<file path="config.mk">
export PLATFORM = sky130hd
export DESIGN_NAME = apb_master_bridge_flat
export DESIGN_NICKNAME = d
export VERILOG_FILES = /design/src/rtl/apb_master_bridge_if.sv /design/src/rtl/apb_master_bridge.sv /design/src/flat_wrapper.sv
export SDC_FILE = /design/constraint.sdc
export NUM_CORES = 1
export LEC_CHECK = 0
export CAP_MARGIN = 0
export CORE_MARGIN = 4
export CORE_UTILIZATION = 35
export DETAILED_ROUTE_END_ITERATION = 12
export GPL_ROUTABILITY_DRIVEN = 0
export PLACE_DENSITY = 0.64
export REMOVE_ABC_BUFFERS = 1
export SLEW_MARGIN = 20
export SYNTH_ARGS = -nofsm -noshare
export SYNTH_HDL_FRONTEND = slang
export SYNTH_SLANG_ARGS = --single-unit
</file>
<file path="constraint.sdc">
create_clock -name pclk -period 2.11 [get_ports pclk]
set_input_delay 0.211 -clock pclk [delete_from_list [all_inputs] [get_ports pclk]]
set_output_delay 0.211 -clock pclk [all_outputs]
set_load 0.01 [all_outputs]
</file>
<file path="src/rtl/apb_master_bridge_if.sv">
// APB bus between one bridge master and NUM_SLV slaves.
// The per-slave return lanes are flattened, with slave i at [i*DW +: DW].
interface apb_master_bridge_if #(
  parameter int AW      = 9,
  parameter int DW      = 8,
  parameter int NUM_SLV = 2
);
  logic [NUM_SLV-1:0]    psel;
  logic                  penable;
  logic                  pwrite;
  logic [AW-1:0]         paddr;
  logic [DW-1:0]         pwdata;
  logic [DW/8-1:0]       pstrb;
  logic [NUM_SLV*DW-1:0] prdata;
  logic [NUM_SLV-1:0]    pready;
  logic [NUM_SLV-1:0]    pslverr;

  modport master (
    output psel, penable, pwrite, paddr, pwdata, pstrb,
    input  prdata, pready, pslverr
  );

  modport slave (
    input  psel, penable, pwrite, paddr, pwdata, pstrb,
    output prdata, pready, pslverr
  );
endinterface

</file>
<file path="src/rtl/apb_master_bridge.sv">
// Command-to-APB master bridge: IDLE/SETUP/ACCESS sequencer with slave decode,
// back-to-back chaining and an ACCESS wait-state timeout.
module apb_master_bridge #(
  parameter int AW      = 9,
  parameter int DW      = 8,
  parameter int NUM_SLV = 2,
  parameter int TIMEOUT = 16
) (
  input  logic                pclk,
  input  logic                presetn,
  input  logic                transfer,
  input  logic                read_write,
  input  logic [AW-1:0]       apb_write_paddr,
  input  logic [DW-1:0]       apb_write_data,
  input  logic [DW/8-1:0]     apb_write_strb,
  input  logic [AW-1:0]       apb_read_paddr,
  output logic [DW-1:0]       apb_read_data_out,
  output logic                done,
  output logic                err,
  output logic                busy,
  apb_master_bridge_if.master apb
);
  localparam int         SB        = $clog2(NUM_SLV);
  localparam logic [7:0] WAIT_LAST = 8'(TIMEOUT - 1);

  typedef enum logic [1:0] {IDLE, SETUP, ACCESS} state_e;

  state_e        state_q, state_d;
  logic [SB-1:0] slv_q;
  logic [7:0]    wait_q;
  logic [AW-1:0] cmd_addr;
  logic          sel_ready, sel_err;
  logic [DW-1:0] sel_rdata;
  logic          latch_cmd, complete, timeout;

  assign cmd_addr  = read_write ? apb_read_paddr : apb_write_paddr;

  // Only the latched slave's return lanes can influence the transfer.
  assign sel_ready = apb.pready[slv_q];
  assign sel_err   = apb.pslverr[slv_q];
  assign sel_rdata = apb.prdata[slv_q*DW +: DW];

  assign busy        = (state_q != IDLE);
  assign apb.psel    = (state_q == IDLE) ? '0 : (NUM_SLV'(1) << slv_q);
  assign apb.penable = (state_q == ACCESS);

  always_ff @(posedge pclk or negedge presetn) begin
    if (!presetn) state_q <= IDLE;
    else          state_q <= state_d;
  end

  // NOTE: every signal driven here gets a default first, so no path leaves
  // one unassigned and no latch is inferred.
  always_comb begin
    state_d   = state_q;
    latch_cmd = 1'b0;
    complete  = 1'b0;
    timeout   = 1'b0;
    unique case (state_q)
      IDLE: begin
        if (transfer) begin
          latch_cmd = 1'b1;
          state_d   = SETUP;
        end
      end
      SETUP: state_d = ACCESS;
      ACCESS: begin
        if (sel_ready) begin
          complete = 1'b1;
          if (transfer) begin
            latch_cmd = 1'b1;
            state_d   = SETUP;
          end else begin
            state_d = IDLE;
          end
        end else if (wait_q == WAIT_LAST) begin
          timeout = 1'b1;
          state_d = IDLE;
        end
      end
      default: state_d = IDLE;
    endcase
  end

  // NOTE: clocked state uses non-blocking assignments so every register
  // samples pre-edge values regardless of statement order.
  always_ff @(posedge pclk or negedge presetn) begin
    if (!presetn) begin
      slv_q      <= '0;
      apb.pwrite <= 1'b0;
      apb.paddr  <= '0;
      apb.pwdata <= '0;
      apb.pstrb  <= '0;
    end else if (latch_cmd) begin
      slv_q      <= cmd_addr[AW-1 -: SB];
      apb.pwrite <= ~read_write;
      apb.paddr  <= cmd_addr;
      apb.pwdata <= apb_write_data;
      apb.pstrb  <= read_write ? '0 : apb_write_strb;
    end
  end

  // ACCESS is only ever entered from SETUP, so clearing in SETUP clears on entry.
  always_ff @(posedge pclk or negedge presetn) begin
    if (!presetn)                            wait_q <= '0;
    else if (state_q == SETUP)               wait_q <= '0;
    else if (state_q == ACCESS && !sel_ready) wait_q <= wait_q + 8'd1;
  end

  always_ff @(posedge pclk or negedge presetn) begin
    if (!presetn) begin
      done              <= 1'b0;
      err               <= 1'b0;
      apb_read_data_out <= '0;
    end else begin
      done <= complete | timeout;
      err  <= (complete & sel_err) | timeout;
      if (complete && !apb.pwrite) apb_read_data_out <= sel_rdata;
    end
  end
endmodule

</file>
<file path="src/flat_wrapper.sv">
// flat-port wrapper written by rule: the top's interface ports become plain ports
module apb_master_bridge_flat 
#(
  parameter int AW      = 9,
  parameter int DW      = 8,
  parameter int NUM_SLV = 2,
  parameter int TIMEOUT = 16
)
  (pclk, presetn, transfer, read_write, apb_write_paddr, apb_write_data, apb_write_strb, apb_read_paddr, apb_read_data_out, done, err, busy, apb_psel, apb_penable, apb_pwrite, apb_paddr, apb_pwdata, apb_pstrb, apb_prdata, apb_pready, apb_pslverr);
  apb_master_bridge_if #(.AW(AW), .DW(DW), .NUM_SLV(NUM_SLV)) apb_i ();
  input  logic pclk;
  input  logic presetn;
  input  logic transfer;
  input  logic read_write;
  input  logic [AW-1:0] apb_write_paddr;
  input  logic [DW-1:0] apb_write_data;
  input  logic [DW/8-1:0] apb_write_strb;
  input  logic [AW-1:0] apb_read_paddr;
  output logic [DW-1:0] apb_read_data_out;
  output logic done;
  output logic err;
  output logic busy;
  output wire logic [$bits(apb_i.psel)-1:0] apb_psel;
  output wire logic [$bits(apb_i.penable)-1:0] apb_penable;
  output wire logic [$bits(apb_i.pwrite)-1:0] apb_pwrite;
  output wire logic [$bits(apb_i.paddr)-1:0] apb_paddr;
  output wire logic [$bits(apb_i.pwdata)-1:0] apb_pwdata;
  output wire logic [$bits(apb_i.pstrb)-1:0] apb_pstrb;
  input wire logic [$bits(apb_i.prdata)-1:0] apb_prdata;
  input wire logic [$bits(apb_i.pready)-1:0] apb_pready;
  input wire logic [$bits(apb_i.pslverr)-1:0] apb_pslverr;
  assign apb_psel = apb_i.psel;
  assign apb_penable = apb_i.penable;
  assign apb_pwrite = apb_i.pwrite;
  assign apb_paddr = apb_i.paddr;
  assign apb_pwdata = apb_i.pwdata;
  assign apb_pstrb = apb_i.pstrb;
  assign apb_i.prdata = apb_prdata;
  assign apb_i.pready = apb_pready;
  assign apb_i.pslverr = apb_pslverr;
  apb_master_bridge #(.AW(AW), .DW(DW), .NUM_SLV(NUM_SLV), .TIMEOUT(TIMEOUT)) u_core (.pclk(pclk), .presetn(presetn), .transfer(transfer), .read_write(read_write), .apb_write_paddr(apb_write_paddr), .apb_write_data(apb_write_data), .apb_write_strb(apb_write_strb), .apb_read_paddr(apb_read_paddr), .apb_read_data_out(apb_read_data_out), .done(done), .err(err), .busy(busy), .apb(apb_i));
endmodule
</file>
# Word level (Yosys, flattened, before mapping)

Index checks and enable logic that the tools add are counted.

Flip-flop bits (word level): 40
Word-level logic and storage cells: 53
Output and inout port bits: 33

Shift-type cells: 2
Reduce and logical (&&, ||, !) cells: 8
Bitwise logic cells: 4
Mux-type cells: 22
$lt $le $gt $ge: 1
Eq/ne operators: 5
Add/subtract/negate cells: 1

Operator list:

| cell                                                       | count |
|---|---|
| 2-to-1 mux 8 bit                                           | 2 |
| indexed part select 16 x 5 -> 8 bit                        | 1 |
| 2-to-1 mux 1 bit                                           | 13 |
| 2-to-1 mux 9 bit                                           | 1 |
| adder 8 x 1 -> 8 bit, second input constant                | 1 |
| equality test 8 x 4 -> 1 bit, second input constant        | 1 |
| 2-to-1 mux 2 bit                                           | 4 |
| case mux 2 bit (3 select lines)                            | 1 |
| nonzero test 2 bit                                         | 2 |
| inequality test 3 x 1 -> 1 bit, second input constant      | 1 |
| equality test 2 x 1 -> 1 bit, second input constant        | 1 |
| equality test 2 bit, second input constant                 | 1 |
| logical AND 1 bit                                          | 2 |
| logical NOT 1 bit                                          | 2 |
| logical NOT 2 bit                                          | 1 |
| less-than comparator 1 x 2 -> 1 bit, second input constant | 1 |
| inequality test 2 bit, second input constant               | 1 |
| bitwise OR 1 bit                                           | 2 |
| case mux 1 bit (2 select lines)                            | 1 |
| AND reduction 2 bit                                        | 1 |
| left shift 1 x 1 -> 2 bit, first input constant            | 1 |
| AND 1 bit                                                  | 1 |
| inverter 1 bit                                             | 1 |

# Longest topological paths before layout

Gate-level depths: netlist of the first run.

Depth after elaboration: 6
Mapped depth: 5
Mapped depth without buffers: 4

# Least setup slack after synthesis of the first run

OpenSTA, ideal clock, no wires.

Kind: register to register
Start point: register u_core.apb.paddr[8] (netlist name)
End point: register u_core.apb.paddr[0]
Data arrival time: 1.408 ns
Cell stages (with the launch flop): 6
Period minus slack after synthesis: 1.533 ns
Setup slack: 0.577 ns
Path buffers: 2
Path through: dfrtp_1 buf_2 mux2i_4 a21oi_2 buf_6 mux2_4

RTL lines:

| item                 | RTL line                   | RTL |
|---|---|---|
| end signal, assigned | apb_master_bridge.sv:97    | `apb.paddr <= cmd_addr;` |
| end, declared        | apb_master_bridge_if.sv:19 | `output psel, penable, pwrite, paddr, pwdata, pstrb,` |

# Final worst setup path of the first run

Start point: register u_core.state_q[1]
End point: output port apb_psel[1]

Cells in the longest elaborated chain, start to end: 2

RTL lines:

| item                   | RTL line                | RTL |
|---|---|---|
| start, declared        | apb_master_bridge.sv:28 | `state_e state_q, state_d;` |
| start signal, assigned | apb_master_bridge.sv:49 | `else state_q <= state_d;` |
| logical NOT 2 bit      | apb_master_bridge.sv:44 | `assign apb.psel = (state_q == IDLE) ? '0 : (NUM_SLV'(1) << slv_q);` |
| 2-to-1 mux 2 bit       | apb_master_bridge.sv:44 |  |
| end, declared          | flat_wrapper.sv:23      | `output wire logic [$bits(apb_i.psel)-1:0] apb_psel;` |

No other way between the ends.

==> run_results.csv, run 1 <==
group,metric,value,unit
routing,detail-route-antenna-nets,0,
die,die-area,0.00683,mm2
routing,via_per_inst,5.00,
clocking,post_cts_buffers,0,
logic_synthesis,synthFlopType,"dfrtp_1",
logic_synthesis,synthMuxAreaShare,28.0,%
sta,slew_headroom,41.3,%
sta,worst_slew_pin_slew,0.880,ns
pwr,cellLeakagePower,1.26,nW
sta,period_share,90.5,%
sta,hold_viol_final,0,
grt,grt_pass1_wl,7140,um
grt,use_met2,20.1,%
routing,first_iter_violations,66,
hold_path,hold_class,"input port to asynchronous set/reset pin",
die,start_util,37.2,%
grt,grtUsageMet1,18.5,%
die,die_x,82.6,um
routing,wl,4690,um
pwr,max-vdd-ir-drop,0.504,mV
worst_setup_path,start_kind,"flop",
die,design.core.area,0.00524,mm2
grt,track_usage,13.9,%
pwr,power_density,1180,mW/mm2
grt,busiest_layer,"met2",
logic_synthesis,async_reset_ff_share,100,%
worst_setup_path,end_kind,"primary output",
job,max_cap_violations,0,
pwr,clkPwrFrac,13.9,%
logic_synthesis,netlist_area,0.00195,mm2
cells_and_area,area.growth.synth_to_final,51.0,%
sta,fin_worst_skew,0.00571,ns
die,rows,26,
clocking,cts.path.max_buffers,2,
clocking,hold_buffers,0,
sta,fin_ws,0.200,ns
clocking,h-tree-depth,2,
routing,first_pass_iters,6,
clocking,cts.reportedPaths.clkPinSlew,0.08,ns
cells_and_area,nFillCells,466,
logic_synthesis,synth_top_family_by_area,"multiplexers",
logic_synthesis,ys_seq_elements,39,
logic_synthesis,synth.avg_cell_area,12.9,um2
placement,io_buffers,83,
clocking,clockRootBuffer,"clkbuf_8",
die,io_pins,84,
logic_synthesis,synth_cells,151,
logic_synthesis,synth_compound_area_share,8.60,%
pwr,switching_share,33.1,%
placement,dpl_cell_area,0.00286,mm2
cells_and_area,fin_util,56.2,%
logic_synthesis,synth-xor-area-share,0,%
worst_setup_path,worstPathRequired,1.90,ns
routing,num_vias,1540,
grt,use_met3,6.83,%
grt,grt_max_degree,40,
cells_and_area,insertedDiodeCount,0,
logic_synthesis,synthSimpleGateAreaFrac,9.31,%
pwr,internal-power,2.32,mW
clocking,post_cts_resized,0,
worst_setup_path,crit_type,"flop to primary output",
logic_synthesis,synth_edf_count,0,
sta,maxSlewViolCount,0,
worst_setup_path,crit_fanout,5,
sta,setup_tns,0,ns
sta,fmax,0.524,GHz
sta,fin_crit,1.91,ns
worst_setup_path,arrival,1.70,ns
logic_synthesis,synth_fa_ha_area_share,0.642,%
clocking,cts_buffers,5,
run_status,status,"completed",
pwr,p_comb_share,50.2,%
sta,finalSetupViolations,0,
grt,antenna_found_initial,0,
logic_synthesis,seq_area_frac_synth,50.1,%
worst_setup_path,reg2regPathDepth,3,
pwr,seqPwrFrac,35.9,%
logic_synthesis,synth_cell_type_count,36,
grt,grt_pass1_vias,1534,
grt,overflow,0,
clocking,clk_latency,0.29,ns
cells_and_area,drive_gt1_share,18.5,%
cells_and_area,final_nets,289,
placement,dp_slack,0.327,ns
placement,post-dp-hpwl,3430,um
sta,rsz0062_at_grt,"false",
clocking,clkSinkCount,39,
die,fp.dieH,82.6,um
clocking,tritoncts,"yes",
pwr,p_switching,1.15,mW
routing,drc_errors,0,
logic_synthesis,yosys_warnings,0,
routing,wire_per_inst,15.2,um
cells_and_area,stdcell_area,0.00294,mm2
-- routing by layer --
metal,part of all wire [%],wire [um]
met1,44,2060
met2,42,1990
met3,13,587
met4,1.0,49
met5,0,0
-- power groups by stage --
stage,clock (mW),combinational [mW],sequential (mW)
after floorplan,0,0.702,1.38
after global placement,0,1.75,1.26
final,0.484,1.74,1.25
after global routing,0.545,1.87,1.29
after CTS,0.503,1.76,1.25
after detailed placement,0,1.76,1.25
-- kinds of logic after synthesis --
logic type	count (synthesis)
adder cells (fa/ha/maj)	1
AND/OR/NAND/NOR	30
flip-flops	39
AO/OA/AOI/OAI	26
multiplexers	43
buffers and inverters	12
-- critical path, stage by stage, from the launching register on --
cell and delay [ns]:
dfrtp_1 0.44, or2_2 0.34, and2_1 0.16, clkdlybuf4s50_1 0.47
-- per-stage QoR --
stage	hold WS (ns)	std cells	power (mW)
detailed placement	0.381	300	3.01
global placement	0.372	300	3.01
CTS	0.0639	308	3.52
global route	0.0949	308	3.71
floorplan	-0.0846	143	2.08
finish	0.0242	308	3.47
-- synthesized netlist by cell type (all sizes together), types with 2 or more instances --
cell	number	area share (%)
a21oi	9	2.5
dfrtp	39	50
nor4	2	0.64
nor2b	2	0.64
nand3	3	0.77
nand4	2	0.64
o221ai	2	0.90
nand2b	4	1.3
mux2	28	20
mux2i	15	8.3
o21ai	3	0.77
a31oi	8	2.6
and3	2	0.64
or4	2	0.77
buf	6	2.2
inv	3	0.58
nand2	7	1.3
clkbuf	2	0.39
-- final timing paths --
kind | startpoint | endpoint | slack [ns]
worst max-delay path | u_core.state_q[1] | apb_psel[1] | 0.20
worst min-delay path | presetn | u_core.state_q[1] | 0.02
worst max register to register | u_core.apb.paddr[8] | u_core.wait_q[6] | 0.38
worst min register to register | u_core.apb.pwdata[4] | u_core.apb.pwdata[4] | 0.52
max in group asynchronous | presetn | u_core.apb_read_data_out[4] | 1.52
min in group pclk | u_core.apb.pwdata[4] | u_core.apb.pwdata[4] | 0.52
-- layout make-up --
type | count | area [um2] | area share [%]
clock inverters | 1 | 5.00 | 0.170
repair buffers | 87 | 868 | 29.5
flip-flops and latches | 39 | 976 | 33.2
inverters | 4 | 15.0 | 0.510
clock buffers | 7 | 76.3 | 2.59
well taps | 70 | 87.6 | 2.98
multi-input cells | 100 | 915 | 31.1
-- sequential cells by signal, summed over array words and instances, names as in the netlist --
name / flops
u_core.apb.paddr: 9
u_core.apb.pwdata: 8
u_core.apb_read_data_out: 8
u_core.wait_q: 8
u_core.state_q: 2
u_core.apb.pstrb: 1
u_core.apb.pwrite: 1
u_core.done: 1
u_core.err: 1
-- cell usage in the layout (no fill, tap or decap) --
| cell type | instances |
|---|---|
| nand3_1 | 3 |
| mux2_2 | 10 |
| or4_1 | 2 |
| o221ai_1 | 2 |
| nand4_1 | 2 |
| and4b_1 | 1 |
| dfrtp_1 | 39 |
| or2_2 | 1 |
| nor2b_1 | 2 |
| clkinv_1 | 1 |
| buf_12 | 1 |
| nor4_1 | 2 |
| mux2i_4 | 1 |
| a21oi_4 | 1 |
| nand2b_1 | 4 |
| and2_1 | 1 |
| buf_2 | 1 |
| mux2_4 | 18 |
| a21oi_1 | 8 |
| buf_4 | 3 |
| nand4b_1 | 1 |
| a31o_2 | 1 |
| ha_1 | 1 |
| a311o_1 | 1 |
| and3_1 | 2 |
| o2111a_1 | 1 |
| o22ai_1 | 1 |
| nand2_1 | 7 |
| o21ai_0 | 3 |
| clkbuf_8 | 5 |
| clkdlybuf4s50_1 | 82 |
| nor3_2 | 1 |
| clkinv_2 | 1 |
| a31oi_1 | 8 |
| inv_1 | 3 |
| and4_1 | 1 |
| clkbuf_1 | 2 |
| mux2i_1 | 14 |
Note: power is estimated with default switching activity, not from simulation.
==> run 2, diff against run 1 <==
--- a/config.mk
+++ b/config.mk
@@ -7,10 +7,10 @@
 export LEC_CHECK = 0
 export CAP_MARGIN = 0
 export CORE_MARGIN = 4
-export CORE_UTILIZATION = 35
+export CORE_UTILIZATION = 42
 export DETAILED_ROUTE_END_ITERATION = 12
 export GPL_ROUTABILITY_DRIVEN = 0
-export PLACE_DENSITY = 0.64
+export PLACE_DENSITY = 0.76
 export REMOVE_ABC_BUFFERS = 1
 export SLEW_MARGIN = 20
 export SYNTH_ARGS = -nofsm -noshare
==> run_results.csv, run 2 (synthesis results as in run 1) <==
group,metric,value,unit
clocking,post_cts_resized,0,
pwr,cellLeakagePower,1.26,nW
cells_and_area,final_cell_mix,"clkdlybuf4s50_1, dfrtp_1, mux2_4",
cells_and_area,drive_gt1_share,18.6,%
cells_and_area,final_nets,289,
sta,maxSlewViolCount,0,
clocking,post_cts_buffers,0,
die,rows,24,
cells_and_area,area.growth.synth_to_final,50.3,%
sta,holdWs,0.0234,ns
clocking,clkSinkCount,39,
placement,dp_slack,0.0400,ns
grt,grt_max_degree,40,
grt,overflow,0,
sta,worst_slew_pin_slew,0.920,ns
sta,fin_crit,1.92,ns
routing,first_iter_violations,94,
routing,via_per_inst,5.35,
sta,fmax,0.522,GHz
cells_and_area,insertedDiodeCount,0,
die,die-area,0.00580,mm2
cells_and_area,layout_commonest_cell,"clkdlybuf4s50_1",
grt,track_usage,15.0,%
worst_setup_path,crit_type,"flop to primary output",
routing,drc_errors,0,
die,fp.dieH,76.1,um
placement,dpl_cell_area,0.00283,mm2
sta,period_share,90.8,%
clocking,hold_buffers,0,
sta,fin_worst_skew,0.00592,ns
worst_setup_path,critical_path_buf_inv_count,1,
clocking,h-tree-depth,2,
sta,rsz0062_at_grt,"false",
routing,num_vias,1545,
worst_setup_path,cp_cell_sequence,"or2_2 > and2_1 > clkdlybuf4s50_1",
routing,wl,4520,um
die,io_pins,84,
worst_setup_path,worstPathRequired,1.90,ns
cells_and_area,largest_register,"u_core.apb.paddr",
pwr,max-vdd-ir-drop,0.669,mV
worst_setup_path,arrival,1.71,ns
die,start_util,44.2,%
die,design.core.area,0.00441,mm2
placement,io_buffers,83,
worst_setup_path,cp_slowest_stage_delay,0.47,ns
routing,detail-route-antenna-nets,0,
worst_setup_path,end_kind,"primary output",
sta,slew_headroom,38.5,%
cells_and_area,stdcell_area,0.00293,mm2
routing,wire_per_inst,15.6,um
placement,post-dp-hpwl,3430,um
worst_setup_path,crit_fanout,5,
clocking,clockRootBuffer,"clkbuf_8",
clocking,clk_latency,0.29,ns
pwr,power_density,1220,mW/mm2
routing,first_pass_iters,4,
job,max_cap_violations,0,
sta,finalSetupViolations,0,
grt,antenna_found_initial,0,
worst_setup_path,start_kind,"flop",
hold_path,hold_class,"input port to asynchronous set/reset pin",
clocking,cts.reportedPaths.clkPinSlew,0.07,ns
cells_and_area,fin_util,66.4,%
worst_setup_path,crit_family,"simple AND/OR/NAND/NOR gates",
run_status,status,"completed",
clocking,cts_buffers,5,
clocking,cts.path.max_buffers,2,
worst_setup_path,cp_slowest_cell,"clkdlybuf4s50_1",
grt,grt_pass1_vias,1499,
sta,hold_viol_final,0,
clocking,tritoncts,"yes",
pwr,finalPower,3.56,mW
grt,grt_pass1_wl,7120,um
sta,fin_ws,0.194,ns
cells_and_area,largest_reg_flops,9,
die,die_x,76.1,um
-- run 2: per-stage QoR --
step	instances	setup TNS (ns)
2_1_floorplan	143	-4.25
3_3_place_gp	282	0
3_5_place_dp	282	0
4_1_cts	289	0
5_1_grt	289	0
6_report	289	0
-- run 2: report_power, final --
group	switching, mW	internal, mW
combinational	0.699	1.04
clock	0.236	0.346
sequential	0.195	1.04
total	1.13	2.43
-- run 2: final cells by class --
cell class / count / area (um2)
Inverter: 4 / 15.0
Tap cell: 52 / 65.1
Clock inverter: 1 / 30.0
Timing Repair Buffer: 87 / 856
Clock buffer: 6 / 72.6
Fill cell: 361 / 1490
Multi-Input combinational cell: 100 / 915
Sequential cell: 39 / 976
-- run 2: final timing paths --
path,from,endpoint,slack (ns),cells after the start
hold reg to reg,u_core.wait_q[0],u_core.wait_q[0],0.51,1
min in group pclk,u_core.wait_q[0],u_core.wait_q[0],0.51,1
hold / removal,presetn,u_core.done,0.02,1
max in group asynchronous,presetn,u_core.apb.pwdata[3],1.56,1
setup / recovery,u_core.state_q[1],apb_psel[1],0.19,3
setup reg to reg,u_core.apb.paddr[8],u_core.apb.pwdata[4],0.25,3
-- run 2: per-layer routing --
layer / track usage, % / part of all wire, %
met4: 5.42 / 1.7
met2: 21.6 / 43
met1: 20.2 / 45
met5: 0 / 0
met3: 6.38 / 10
==> run 3, diff against run 2 <==
==> constraint.sdc (replaced) <==
create_clock -name pclk -period 2.11 [get_ports pclk]
set_input_delay 0.422 -clock pclk [delete_from_list [all_inputs] [get_ports pclk]]
set_output_delay 0.422 -clock pclk [all_outputs]
set_load 0.01 [all_outputs]
==> run_results.csv, run 3 (synthesis results as in run 1) <==
group,metric,value,unit
cells_and_area,multiInputGateArea,917,um2
cells_and_area,largest_register,"u_core.apb.paddr",
routing,first_iter_violations,80,
pwr,max-vdd-ir-drop,0.660,mV
routing,drc_errors,0,
sta,period_share,94.4,%
cells_and_area,nFillCells,344,
grt,grt_pass1_vias,1551,
pwr,p_comb_share,50.1,%
clocking,tritoncts,"yes",
die,start_util,44.2,%
routing,via_per_inst,5.24,
sta,worst_slew_pin_slew,0.518,ns
worst_setup_path,end_kind,"primary output",
worst_setup_path,cp_slowest_cell,"clkdlybuf4s50_1",
grt,antenna_found_initial,0,
placement,placedCellCount,287,
routing,wire_per_inst,15.8,um
hold_path,hold_class,"input port to asynchronous set/reset pin",
routing,detail-route-antenna-nets,0,
job,max_cap_violations,0,
cells_and_area,final_cell_mix,"clkdlybuf4s50_1, dfrtp_1, mux2_4",
worst_setup_path,arrival,1.57,ns
pwr,clkPwrFrac,15.4,%
sta,rsz0062_at_grt,"false",
grt,overflow,0,
grt,grt_max_degree,25,
clocking,cts_buffers,5,
placement,dpl_cell_area,0.00289,mm2
die,die-area,0.00580,mm2
die,die_x,76.1,um
grt,grt_pass1_wl,7660,um
die,design.core.area,0.00441,mm2
cells_and_area,final_nets,295,
routing,wl,4680,um
clocking,cts.path.max_buffers,2,
clocking,clk_latency,0.29,ns
die,io_pins,84,
pwr,seqPwrFrac,34.5,%
sta,holdWs,0.0940,ns
clocking,clkSinkCount,39,
pwr,p_switching,1.17,mW
sta,finalSetupViolations,0,
sta,fmax,0.502,GHz
sta,maxSlewViolCount,0,
pwr,internal-power,2.43,mW
cells_and_area,drive_gt1_share,22.1,%
clocking,h-tree-depth,2,
die,fp.dieH,76.1,um
worst_setup_path,crit_type,"flop to primary output",
die,rows,24,
pwr,cellLeakagePower,1.33,nW
placement,io_buffers,83,
pwr,switching_share,32.6,%
cells_and_area,layout_commonest_cell,"clkdlybuf4s50_1",
cells_and_area,largest_reg_flops,9,
routing,first_pass_iters,4,
sta,hold_viol_final,0,
pwr,finalPower,3.61,mW
sta,fin_worst_skew,0.00290,ns
worst_setup_path,crit_fanout,5,
cells_and_area,stdcell_area,0.00301,mm2
cells_and_area,area.growth.synth_to_final,54.4,%
routing,num_vias,1551,
clocking,clockRootBuffer,"clkbuf_8",
sta,slew_headroom,65.5,%
sta,fin_crit,1.99,ns
cells_and_area,seqCellArea,977,um2
placement,post-dp-hpwl,3550,um
worst_setup_path,worstPathRequired,1.69,ns
clocking,cts.reportedPaths.clkPinSlew,0.07,ns
run_status,status,"completed",
worst_setup_path,cp_cell_sequence,"nand2b_2 > inv_1 > clkdlybuf4s50_1",
worst_setup_path,start_kind,"flop",
cells_and_area,final_cells,296,
cells_and_area,insertedDiodeCount,0,
grt,track_usage,16.2,%
worst_setup_path,cp_slowest_stage_delay,0.54,ns
pwr,power_density,1200,mW/mm2
run 3: worst paths after layout:
path / startpoint / end / slack, ns / depth (start not counted)
worst max-delay path: u_core.state_q[0] / apb_penable / 0.12 / 3
worst min-delay path: presetn / u_core.apb_read_data_out[7] / 0.09 / 1
worst max register to register: u_core.apb.paddr[8] / u_core.wait_q[2] / 0.42 / 3
worst min register to register: u_core.wait_q[7] / u_core.wait_q[7] / 0.51 / 1
max in group asynchronous: presetn / u_core.apb.pwdata[3] / 1.50 / 2
min in group pclk: u_core.wait_q[7] / u_core.wait_q[7] / 0.51 / 1
run 3: per-stage QoR:
stage	utilization [%]	setup TNS (ns)	setup slack [ns]
3_5_place_dp	65.4	0	0.147
4_1_cts	68.0	0	0.0131
5_1_grt	68.2	0	0.0157
2_1_floorplan	-	-4.25	-0.231
6_report	68.2	0	0.118
3_3_place_gp	65.4	0	0.189
run 3: metal layers:
metal	track usage [%]	share of wire [%]
met1	21.7	44
met5	0	0
met2	23.5	44
met4	4.72	1.2
met3	7.57	11
run 3: power by group through the flow:
stage | clock [mW] | sequential, mW | combinational [mW]
global route | 0.605 | 1.29 | 1.94
detailed placement | 0 | 1.26 | 1.80
floorplan | 0 | 1.38 | 0.702
finish | 0.554 | 1.24 | 1.81
CTS | 0.570 | 1.25 | 1.83
global placement | 0 | 1.26 | 1.77
run 3: timing repair:
| action | 4_1_cts | 5_1_grt |
|---|---|---|
| hold buffers | 0 | 0 |
| endpoints found under the setup margin | 2 | 3 |
| buffers inserted | 1 | 0 |
| gates resized for setup | 1 | 3 |
| pin swaps | 0 | 0 |
| gates cloned | 0 | 0 |
run 3: critical path: cells and delay by family (launching register included):
kind / cells / cell delay, ns
AND/OR/NAND/NOR: 1 / 0.24
buffers and inverters: 2 / 0.63
flip-flops: 1 / 0.41
run 3: cell type report:
class / count / area share (%)
clock inverters: 1 / 0.249
repair buffers: 93 / 30.9
clock buffers: 7 / 3.20
flip-flops and latches: 39 / 32.5
multi-input cells: 100 / 30.5
inverters: 4 / 0.499
well taps: 52 / 2.16
